**src/rtl/branch_predict_unit_pkg.sv**
```systemverilog
// Shared types and helpers for the branch predictor: counter constants,
// PC index/tag slicing and the mispredict cause encoding.
package branch_predict_unit_pkg;

  typedef enum logic [1:0] {
    MP_NONE  = 2'd0,
    MP_DIR   = 2'd1,
    MP_TGT   = 2'd2,
    MP_ALIAS = 2'd3
  } mp_cause_e;

  // Weakly-taken encoding: MSB set, all lower bits clear.
  function automatic int unsigned ctr_weak_t(input int unsigned w);
    return 32'd1 << (w - 32'd1);
  endfunction

  // Word-aligned index bits of a PC, returned zero-extended.
  function automatic logic [63:0] pc_index(input logic [63:0] pc, input int unsigned idx_w);
    return (pc >> 2) & ((64'd1 << idx_w) - 64'd1);
  endfunction

  // Everything above the index bits.
  function automatic logic [63:0] pc_tag(input logic [63:0] pc, input int unsigned idx_w);
    return pc >> (idx_w + 32'd2);
  endfunction

endpackage

```
**src/rtl/branch_predict_unit_if.sv**
```systemverilog
// Pipeline <-> predictor connection: IF lookup, EX resolution, redirect and stats.
interface branch_predict_unit_if #(
  parameter int ADDR_W = 32,
  parameter int STAT_W = 32
);
  logic [ADDR_W-1:0] fetch_pc;
  logic              pred_taken;
  logic [ADDR_W-1:0] pred_target;
  logic              ex_valid;
  logic              ex_is_branch;
  logic [ADDR_W-1:0] ex_pc;
  logic [ADDR_W-1:0] ex_pc_4;
  logic              ex_taken;
  logic [ADDR_W-1:0] ex_target;
  logic              ex_pred_taken;
  logic [ADDR_W-1:0] ex_pred_target;
  logic              redirect;
  logic [ADDR_W-1:0] redirect_pc;
  logic [STAT_W-1:0] branch_cnt;
  logic [STAT_W-1:0] mispredict_cnt;

  modport master (
    output fetch_pc, ex_valid, ex_is_branch, ex_pc, ex_pc_4, ex_taken, ex_target,
           ex_pred_taken, ex_pred_target,
    input  pred_taken, pred_target, redirect, redirect_pc, branch_cnt, mispredict_cnt
  );

  modport slave (
    input  fetch_pc, ex_valid, ex_is_branch, ex_pc, ex_pc_4, ex_taken, ex_target,
           ex_pred_taken, ex_pred_target,
    output pred_taken, pred_target, redirect, redirect_pc, branch_cnt, mispredict_cnt
  );
endinterface

```
**src/rtl/branch_predict_unit_sat_counter.sv**
```systemverilog
// Saturating up/down counter with parallel load; clamps at zero and all-ones.
module branch_predict_unit_sat_counter #(
  parameter int W = 2
) (
  input  logic         clk,
  input  logic         rst,
  input  logic         inc,
  input  logic         dec,
  input  logic         load,
  input  logic [W-1:0] load_val,
  output logic [W-1:0] value
);

  logic [W-1:0] value_r;

  // Load wins; simultaneous inc and dec cancel.
  always_ff @(posedge clk or negedge rst) begin
    if (!rst) begin
      value_r <= {W{1'b0}};
    end else if (load) begin
      value_r <= load_val;
    end else if (inc && !dec && (value_r != {W{1'b1}})) begin
      value_r <= value_r + W'(1);
    end else if (dec && !inc && (value_r != {W{1'b0}})) begin
      value_r <= value_r - W'(1);
    end else begin
      value_r <= value_r;
    end
  end

  assign value = value_r;

endmodule

```
**src/rtl/branch_predict_unit.sv**
```systemverilog
// Direct-mapped BTB with saturating direction counters, EX-stage resolution,
// registered one-cycle redirect and saturating branch/mispredict statistics.
module branch_predict_unit
  import branch_predict_unit_pkg::*;
#(
  parameter int ENTRIES = 16,
  parameter int CTR_W   = 2,
  parameter int ADDR_W  = 32,
  parameter int STAT_W  = 32
) (
  input  logic                  clk,
  input  logic                  rst,
  branch_predict_unit_if.slave  bus
);

  localparam int IDX_W = $clog2(ENTRIES);
  localparam int TAG_W = ADDR_W - 2 - IDX_W;
  localparam logic [CTR_W-1:0] CTR_WEAK_T = CTR_W'(ctr_weak_t(CTR_W));

  logic [ENTRIES-1:0] valid_r;
  logic [TAG_W-1:0]   tag_r    [ENTRIES];
  logic [ADDR_W-1:0]  target_r [ENTRIES];
  logic [CTR_W-1:0]   ctr_s    [ENTRIES];

  logic              redirect_r;
  logic [ADDR_W-1:0] redirect_pc_r;

  logic [IDX_W-1:0]  f_idx_s;
  logic [TAG_W-1:0]  f_tag_s;
  logic              f_hit_s;
  logic              f_taken_s;
  logic [IDX_W-1:0]  e_idx_s;
  logic [TAG_W-1:0]  e_tag_s;
  logic              e_hit_s;
  logic              res_s;
  mp_cause_e         cause_s;
  logic              mp_s;
  logic [ADDR_W-1:0] fix_pc_s;
  logic              wr_alloc_s;
  logic              wr_tgt_s;
  logic              wr_inval_s;
  logic              ctr_inc_s;
  logic              ctr_dec_s;

  // IF-stage lookup; reads pre-edge table contents with no update forwarding.
  always_comb begin
    f_idx_s   = IDX_W'(pc_index(64'(bus.fetch_pc), IDX_W));
    f_tag_s   = TAG_W'(pc_tag(64'(bus.fetch_pc), IDX_W));
    f_hit_s   = valid_r[f_idx_s] && (tag_r[f_idx_s] == f_tag_s);
    f_taken_s = f_hit_s && ctr_s[f_idx_s][CTR_W-1];
  end

  assign bus.pred_taken  = f_taken_s;
  assign bus.pred_target = f_taken_s ? target_r[f_idx_s] : (bus.fetch_pc + ADDR_W'(4));

  // EX-stage table probe and mispredict classification.
  always_comb begin
    e_idx_s = IDX_W'(pc_index(64'(bus.ex_pc), IDX_W));
    e_tag_s = TAG_W'(pc_tag(64'(bus.ex_pc), IDX_W));
    e_hit_s = valid_r[e_idx_s] && (tag_r[e_idx_s] == e_tag_s);
    // The instruction sitting in EX during a redirect cycle is wrong-path.
    res_s   = bus.ex_valid && !redirect_r;
    cause_s = MP_NONE;
    if (!res_s) begin
      cause_s = MP_NONE;
    end else if (!bus.ex_is_branch) begin
      if (bus.ex_pred_taken) begin
        cause_s = MP_ALIAS;
      end else begin
        cause_s = MP_NONE;
      end
    end else if (bus.ex_pred_taken != bus.ex_taken) begin
      cause_s = MP_DIR;
    end else if (bus.ex_taken && (bus.ex_pred_target != bus.ex_target)) begin
      cause_s = MP_TGT;
    end else begin
      cause_s = MP_NONE;
    end
    mp_s = (cause_s != MP_NONE);
    if ((cause_s != MP_ALIAS) && bus.ex_taken) begin
      fix_pc_s = bus.ex_target;
    end else begin
      fix_pc_s = bus.ex_pc_4;
    end
  end

  // Single write port: allocate, retarget, invalidate, counter step.
  always_comb begin
    wr_alloc_s = res_s && bus.ex_is_branch && !e_hit_s && bus.ex_taken;
    wr_tgt_s   = res_s && bus.ex_is_branch && e_hit_s && bus.ex_taken;
    wr_inval_s = res_s && !bus.ex_is_branch && bus.ex_pred_taken;
    ctr_inc_s  = res_s && bus.ex_is_branch && e_hit_s && bus.ex_taken;
    ctr_dec_s  = res_s && bus.ex_is_branch && e_hit_s && !bus.ex_taken;
  end

  // Redirect pulse and corrected PC; the PC holds between mispredicts.
  always_ff @(posedge clk or negedge rst) begin
    if (!rst) begin
      redirect_r    <= 1'b0;
      redirect_pc_r <= {ADDR_W{1'b0}};
    end else begin
      redirect_r <= mp_s;
      if (mp_s) begin
        redirect_pc_r <= fix_pc_s;
      end else begin
        redirect_pc_r <= redirect_pc_r;
      end
    end
  end

  assign bus.redirect    = redirect_r;
  assign bus.redirect_pc = redirect_pc_r;

  // Valid bits are the only table state that needs clearing.
  always_ff @(posedge clk or negedge rst) begin
    if (!rst) begin
      valid_r <= {ENTRIES{1'b0}};
    end else if (wr_alloc_s) begin
      valid_r[e_idx_s] <= 1'b1;
    end else if (wr_inval_s) begin
      valid_r[e_idx_s] <= 1'b0;
    end else begin
      valid_r <= valid_r;
    end
  end

  // Tag and target storage, written only through the EX port.
  always_ff @(posedge clk) begin
    if (wr_alloc_s) begin
      tag_r[e_idx_s]    <= e_tag_s;
      target_r[e_idx_s] <= bus.ex_target;
    end else if (wr_tgt_s) begin
      target_r[e_idx_s] <= bus.ex_target;
    end
  end

  for (genvar i = 0; i < ENTRIES; i++) begin : g_ctr
    logic sel_s;
    assign sel_s = (e_idx_s == IDX_W'(i));

    branch_predict_unit_sat_counter #(.W(CTR_W)) u_ctr (
      .clk      (clk),
      .rst      (rst),
      .inc      (ctr_inc_s && sel_s),
      .dec      (ctr_dec_s && sel_s),
      .load     (wr_alloc_s && sel_s),
      .load_val (CTR_WEAK_T),
      .value    (ctr_s[i])
    );
  end

  // Aliased non-branches count as mispredicts but not as branches.
  branch_predict_unit_sat_counter #(.W(STAT_W)) u_branch_cnt (
    .clk      (clk),
    .rst      (rst),
    .inc      (res_s && bus.ex_is_branch),
    .dec      (1'b0),
    .load     (1'b0),
    .load_val ({STAT_W{1'b0}}),
    .value    (bus.branch_cnt)
  );

  branch_predict_unit_sat_counter #(.W(STAT_W)) u_mispredict_cnt (
    .clk      (clk),
    .rst      (rst),
    .inc      (mp_s),
    .dec      (1'b0),
    .load     (1'b0),
    .load_val ({STAT_W{1'b0}}),
    .value    (bus.mispredict_cnt)
  );

endmodule
```
**src/flat_wrapper.sv**
```systemverilog
// flat-port wrapper written by rule: the top's interface ports become plain ports
module branch_predict_unit_flat import branch_predict_unit_pkg::*;
#(
  parameter int ENTRIES = 16,
  parameter int CTR_W   = 2,
  parameter int ADDR_W  = 32,
  parameter int STAT_W  = 32
)
  (clk, rst, bus_fetch_pc, bus_ex_valid, bus_ex_is_branch, bus_ex_pc, bus_ex_pc_4, bus_ex_taken, bus_ex_target, bus_ex_pred_taken, bus_ex_pred_target, bus_pred_taken, bus_pred_target, bus_redirect, bus_redirect_pc, bus_branch_cnt, bus_mispredict_cnt);
  branch_predict_unit_if #(.ADDR_W(ADDR_W), .STAT_W(STAT_W)) bus_i ();
  input  logic clk;
  input  logic rst;
  input wire logic [$bits(bus_i.fetch_pc)-1:0] bus_fetch_pc;
  input wire logic [$bits(bus_i.ex_valid)-1:0] bus_ex_valid;
  input wire logic [$bits(bus_i.ex_is_branch)-1:0] bus_ex_is_branch;
  input wire logic [$bits(bus_i.ex_pc)-1:0] bus_ex_pc;
  input wire logic [$bits(bus_i.ex_pc_4)-1:0] bus_ex_pc_4;
  input wire logic [$bits(bus_i.ex_taken)-1:0] bus_ex_taken;
  input wire logic [$bits(bus_i.ex_target)-1:0] bus_ex_target;
  input wire logic [$bits(bus_i.ex_pred_taken)-1:0] bus_ex_pred_taken;
  input wire logic [$bits(bus_i.ex_pred_target)-1:0] bus_ex_pred_target;
  output wire logic [$bits(bus_i.pred_taken)-1:0] bus_pred_taken;
  output wire logic [$bits(bus_i.pred_target)-1:0] bus_pred_target;
  output wire logic [$bits(bus_i.redirect)-1:0] bus_redirect;
  output wire logic [$bits(bus_i.redirect_pc)-1:0] bus_redirect_pc;
  output wire logic [$bits(bus_i.branch_cnt)-1:0] bus_branch_cnt;
  output wire logic [$bits(bus_i.mispredict_cnt)-1:0] bus_mispredict_cnt;
  assign bus_i.fetch_pc = bus_fetch_pc;
  assign bus_i.ex_valid = bus_ex_valid;
  assign bus_i.ex_is_branch = bus_ex_is_branch;
  assign bus_i.ex_pc = bus_ex_pc;
  assign bus_i.ex_pc_4 = bus_ex_pc_4;
  assign bus_i.ex_taken = bus_ex_taken;
  assign bus_i.ex_target = bus_ex_target;
  assign bus_i.ex_pred_taken = bus_ex_pred_taken;
  assign bus_i.ex_pred_target = bus_ex_pred_target;
  assign bus_pred_taken = bus_i.pred_taken;
  assign bus_pred_target = bus_i.pred_target;
  assign bus_redirect = bus_i.redirect;
  assign bus_redirect_pc = bus_i.redirect_pc;
  assign bus_branch_cnt = bus_i.branch_cnt;
  assign bus_mispredict_cnt = bus_i.mispredict_cnt;
  branch_predict_unit #(.ENTRIES(ENTRIES), .CTR_W(CTR_W), .ADDR_W(ADDR_W), .STAT_W(STAT_W)) u_core (.clk(clk), .rst(rst), .bus(bus_i));
endmodule
```
**config.mk**
```make
export PLATFORM = sky130hd
export DESIGN_NAME = branch_predict_unit_flat
export DESIGN_NICKNAME = d
export VERILOG_FILES = /design/src/rtl/branch_predict_unit_pkg.sv /design/src/rtl/branch_predict_unit_if.sv /design/src/rtl/branch_predict_unit_sat_counter.sv /design/src/rtl/branch_predict_unit.sv /design/src/flat_wrapper.sv
export SDC_FILE = /design/constraint.sdc
export NUM_CORES = 2
export LEC_CHECK = 0
export BUFFER_PORTS_ARGS = -buffer_cell sky130_fd_sc_hd__buf_2
export CAP_MARGIN = 20
export CORE_MARGIN = 4
export CORE_UTILIZATION = 55
export DETAILED_ROUTE_END_ITERATION = 6
export PLACE_DENSITY = 0.77
export SYNTH_ARGS = -nofsm -noshare
export SYNTH_HDL_FRONTEND = slang
export SYNTH_HIERARCHICAL = 1
export SYNTH_SLANG_ARGS = --single-unit
export TNS_END_PERCENT = 50
```
**constraint.sdc**
```tcl
create_clock -name clk -period 7.78 [get_ports clk]
set_input_delay 0.389 -clock clk [delete_from_list [all_inputs] [get_ports clk]]
set_output_delay 0.389 -clock clk [all_outputs]
set_load 0.01 [all_outputs]
```
==> results.toml <==
[sta]
finalCritPeriodShare = 0.746
rsz0062_at_grt = "false"
fin_tns_setup_ns = 0
setup_viol_count_final = 0
post-route-min-period_ns = 5.80
slew_headroom = 0.214
drv_slew = 0
worst_slack_ns = 1.98
tightest_slew_ns = 1.18
fmax_mhz = 172
hold_viol_final = 0
fin_skew_ns = 0.0233

[critical_path]
critical_path_required_ns = 7.39
arrival_ns = 5.41
r2r-start = "u_core/bus.redirect"
reg2reg_depth = 15
r2r_setup_slack_ns = 2.30
rr_endpoint = "u_core/u_branch_cnt/value[28]"
worstSetupStartpointType = "input port"
critPathMaxFanout = 41
crit_type = "in2out"
cp-end-kind = "output pin"
cp-startpoint = "bus_fetch_pc[5]"

[place]
placedInstanceArea_um2 = 56000
port-buffer-count = 293
pre_cts_ws_ns = 2.13
gp_congestion = 0.990
hpwl_um = 94900

[status]
status = "finished with violations"
violations = "design-rule violations"

[cts]
cts_sinks = 1073
cts_tree = "built"
clkTransAtPathRegs_ns = 0.06
clock_latency_ns = 0.71
cts_max_level = 3
cts_made_buffers = 108
cts_max_path_buffers = 3
cts_resized = 0
cts_root_buffer = "clkbuf_16"

[routing]
ant_nets = 0
firstDrtPassIters = 7
drc_errors = 2
dr_total_vias = 35000
drt_iter0_markers = 4895
wl_um = 154000
routed_via_density = 6.71
wl_per_cell_um = 29.6

[yosys]
dominantRegCellSynth = "edfxtp_1"
synth_most_common_cell = "edfxtp_1"
synth_area_leaders = "edfxtp_1 (53%), mux4_2 (14%), dfrtp_1 (6.8%), mux2i_1 (2.8%), nand2_1 (1.5%)"
synth_edf_count = 928
ys_seq_area_frac = 0.594
synth-seq-cells = 1073
ys_types = 101
async_reset_ff_frac = 0.135
synth_top_cell_by_area = "edfxtp_1"
syn_area_um2 = 53000
synth_common_cells = "edfxtp_1 (928), mux4_2 (339), nand2_1 (217)"
yosys_warnings = 6
synthesis.instances = 3466
avgSynthCellArea_um2 = 15.3
synth_top_area_frac = 0.526

[power]
leakage_nw = 21.0
p_per_area_nw_per_um2 = 245
ir_drop_mv = 0.210
finalPower_mw = 14.7

[min_path]
min_path_cells = 3
hp-class = "in2reg"
min_from = "bus_ex_pc_4[22]"
min_to = "u_core/bus.redirect_pc[22]"

[floorplan]
dieArea_um2 = 101000
rows = 113
die_y_um = 318
core_um2 = 95300
ios = 296
start_util = 0.556
chipWidth_um = 318

[grt]
grt_first_pass_wirelength_um = 227000
grtUsageTotal = 0.300
grt_antenna_before_repair = 2
grt_max_degree = 128
grt_pass1_vias = 34300
grt-ovfl-total = 0

[finish]
area_delta_synth_final_pct = 13.0
final_core_util = 0.628
final_area_um2 = 59900
drive_above_1_share = 0.258
final_nets = 4096

[job]
max-cap-violations = 0
-- per-stage QoR --
stage / hold slack (ns) / std cells
finish: 0.0320 / 5225
CTS: 0.000482 / 5219
floorplan: 0.0934 / 3566
global placement: 0.319 / 4989
global route: 0.0242 / 5224
detailed placement: 0.319 / 4989
-- routing by layer --
layer / global-route usage / vias up / routed length, um
li1: - / 14600 / -
met1: 0.416 / 17500 / 57300
met2: 0.469 / 2472 / 72700
met3: 0.0643 / 379 / 17500
met4: 0.123 / 2 / 7030
met5: 0 / - / 13
-- placed cells by master, fill, tap and decap left out, drive strengths merged, types with 46 or more instances in the layout --
cell,instances
edfxtp,928
buf,348
mux4,344
nand2,219
nor2,163
mux2i,146
dfrtp,145
clkbuf,133
a21oi,130
o21ai,123
conb,102
xor2,79
xnor2,75
inv,68
ha,63
nand4,53
mux2,52
nor4,51
nor3,51
o31ai,48
nand3,46
-- power breakdown --
group / internal (mW) / switching, mW / total, mW / leakage [nW]
Clock: 2.90 / 2.24 / 5.15 / 1.68
Combinational: 1.20 / 1.64 / 2.84 / 9.18
Sequential: 6.45 / 0.264 / 6.71 / 10.1
Total: 10.6 / 4.15 / 14.7 / 21.0
-- cells by family after synthesis --
group	share of synthesized area
xor+xnor	0.0254
compound gates	0.0740
buf+inv	0.0245
other cells	0.000142
simple gates	0.0791
mux	0.187
fa+ha+maj	0.0156
flops	0.594
-- how the worst max path moves through the flow --
stage                                              to  cells past startpoint
floorplan           u_core/u_mispredict_cnt/value[28]                     20
global placement                  bus_pred_target[31]                     11
detailed placement                bus_pred_target[31]                     11
CTS                               bus_pred_target[31]                     11
finish                            bus_pred_target[31]                     11
global route                      bus_pred_target[31]                     11
-- state kept, by name, summed over array words and instances, names as in the netlist, named ones only --
signal                         count
u_core/u_branch_cnt/value         32
u_core/tag_r                     416
u_core/bus.redirect_pc            32
u_core/u_mispredict_cnt/value     32
u_core/bus.redirect                1
u_core/g_ctr.u_ctr/value          32
u_core/target_r                  512
-- layout make-up --
type | instances | area (um^2)
antenna | 2 | 5.00
clock buffer | 132 | 2880
clock inverter | 71 | 613
fill | 6788 | 35400
inverter | 64 | 241
multi-input combinational | 2242 | 20800
sequential | 1073 | 31500
tap | 1265 | 1580
timing repair buffer | 376 | 2300
-- critical path, stage by stage --
cell and delay (ns):
buf_2 0.75, clkinv_2 0.94, mux4_2 0.83, a32oi_1 0.22, nand4_1 0.15, nor4_1 0.38, nand4b_1 0.20, nor4_4 0.26
buf_4 0.64, mux2_2 0.41, buf_2 0.15
-- what timing repair did --
action,in CTS,in global routing
hold buffers,27,0
endpoints found under the hold margin,61,0
buffers inserted,0,0
setup endpoints to repair,0,0
(Power assumes the default switching activity.)
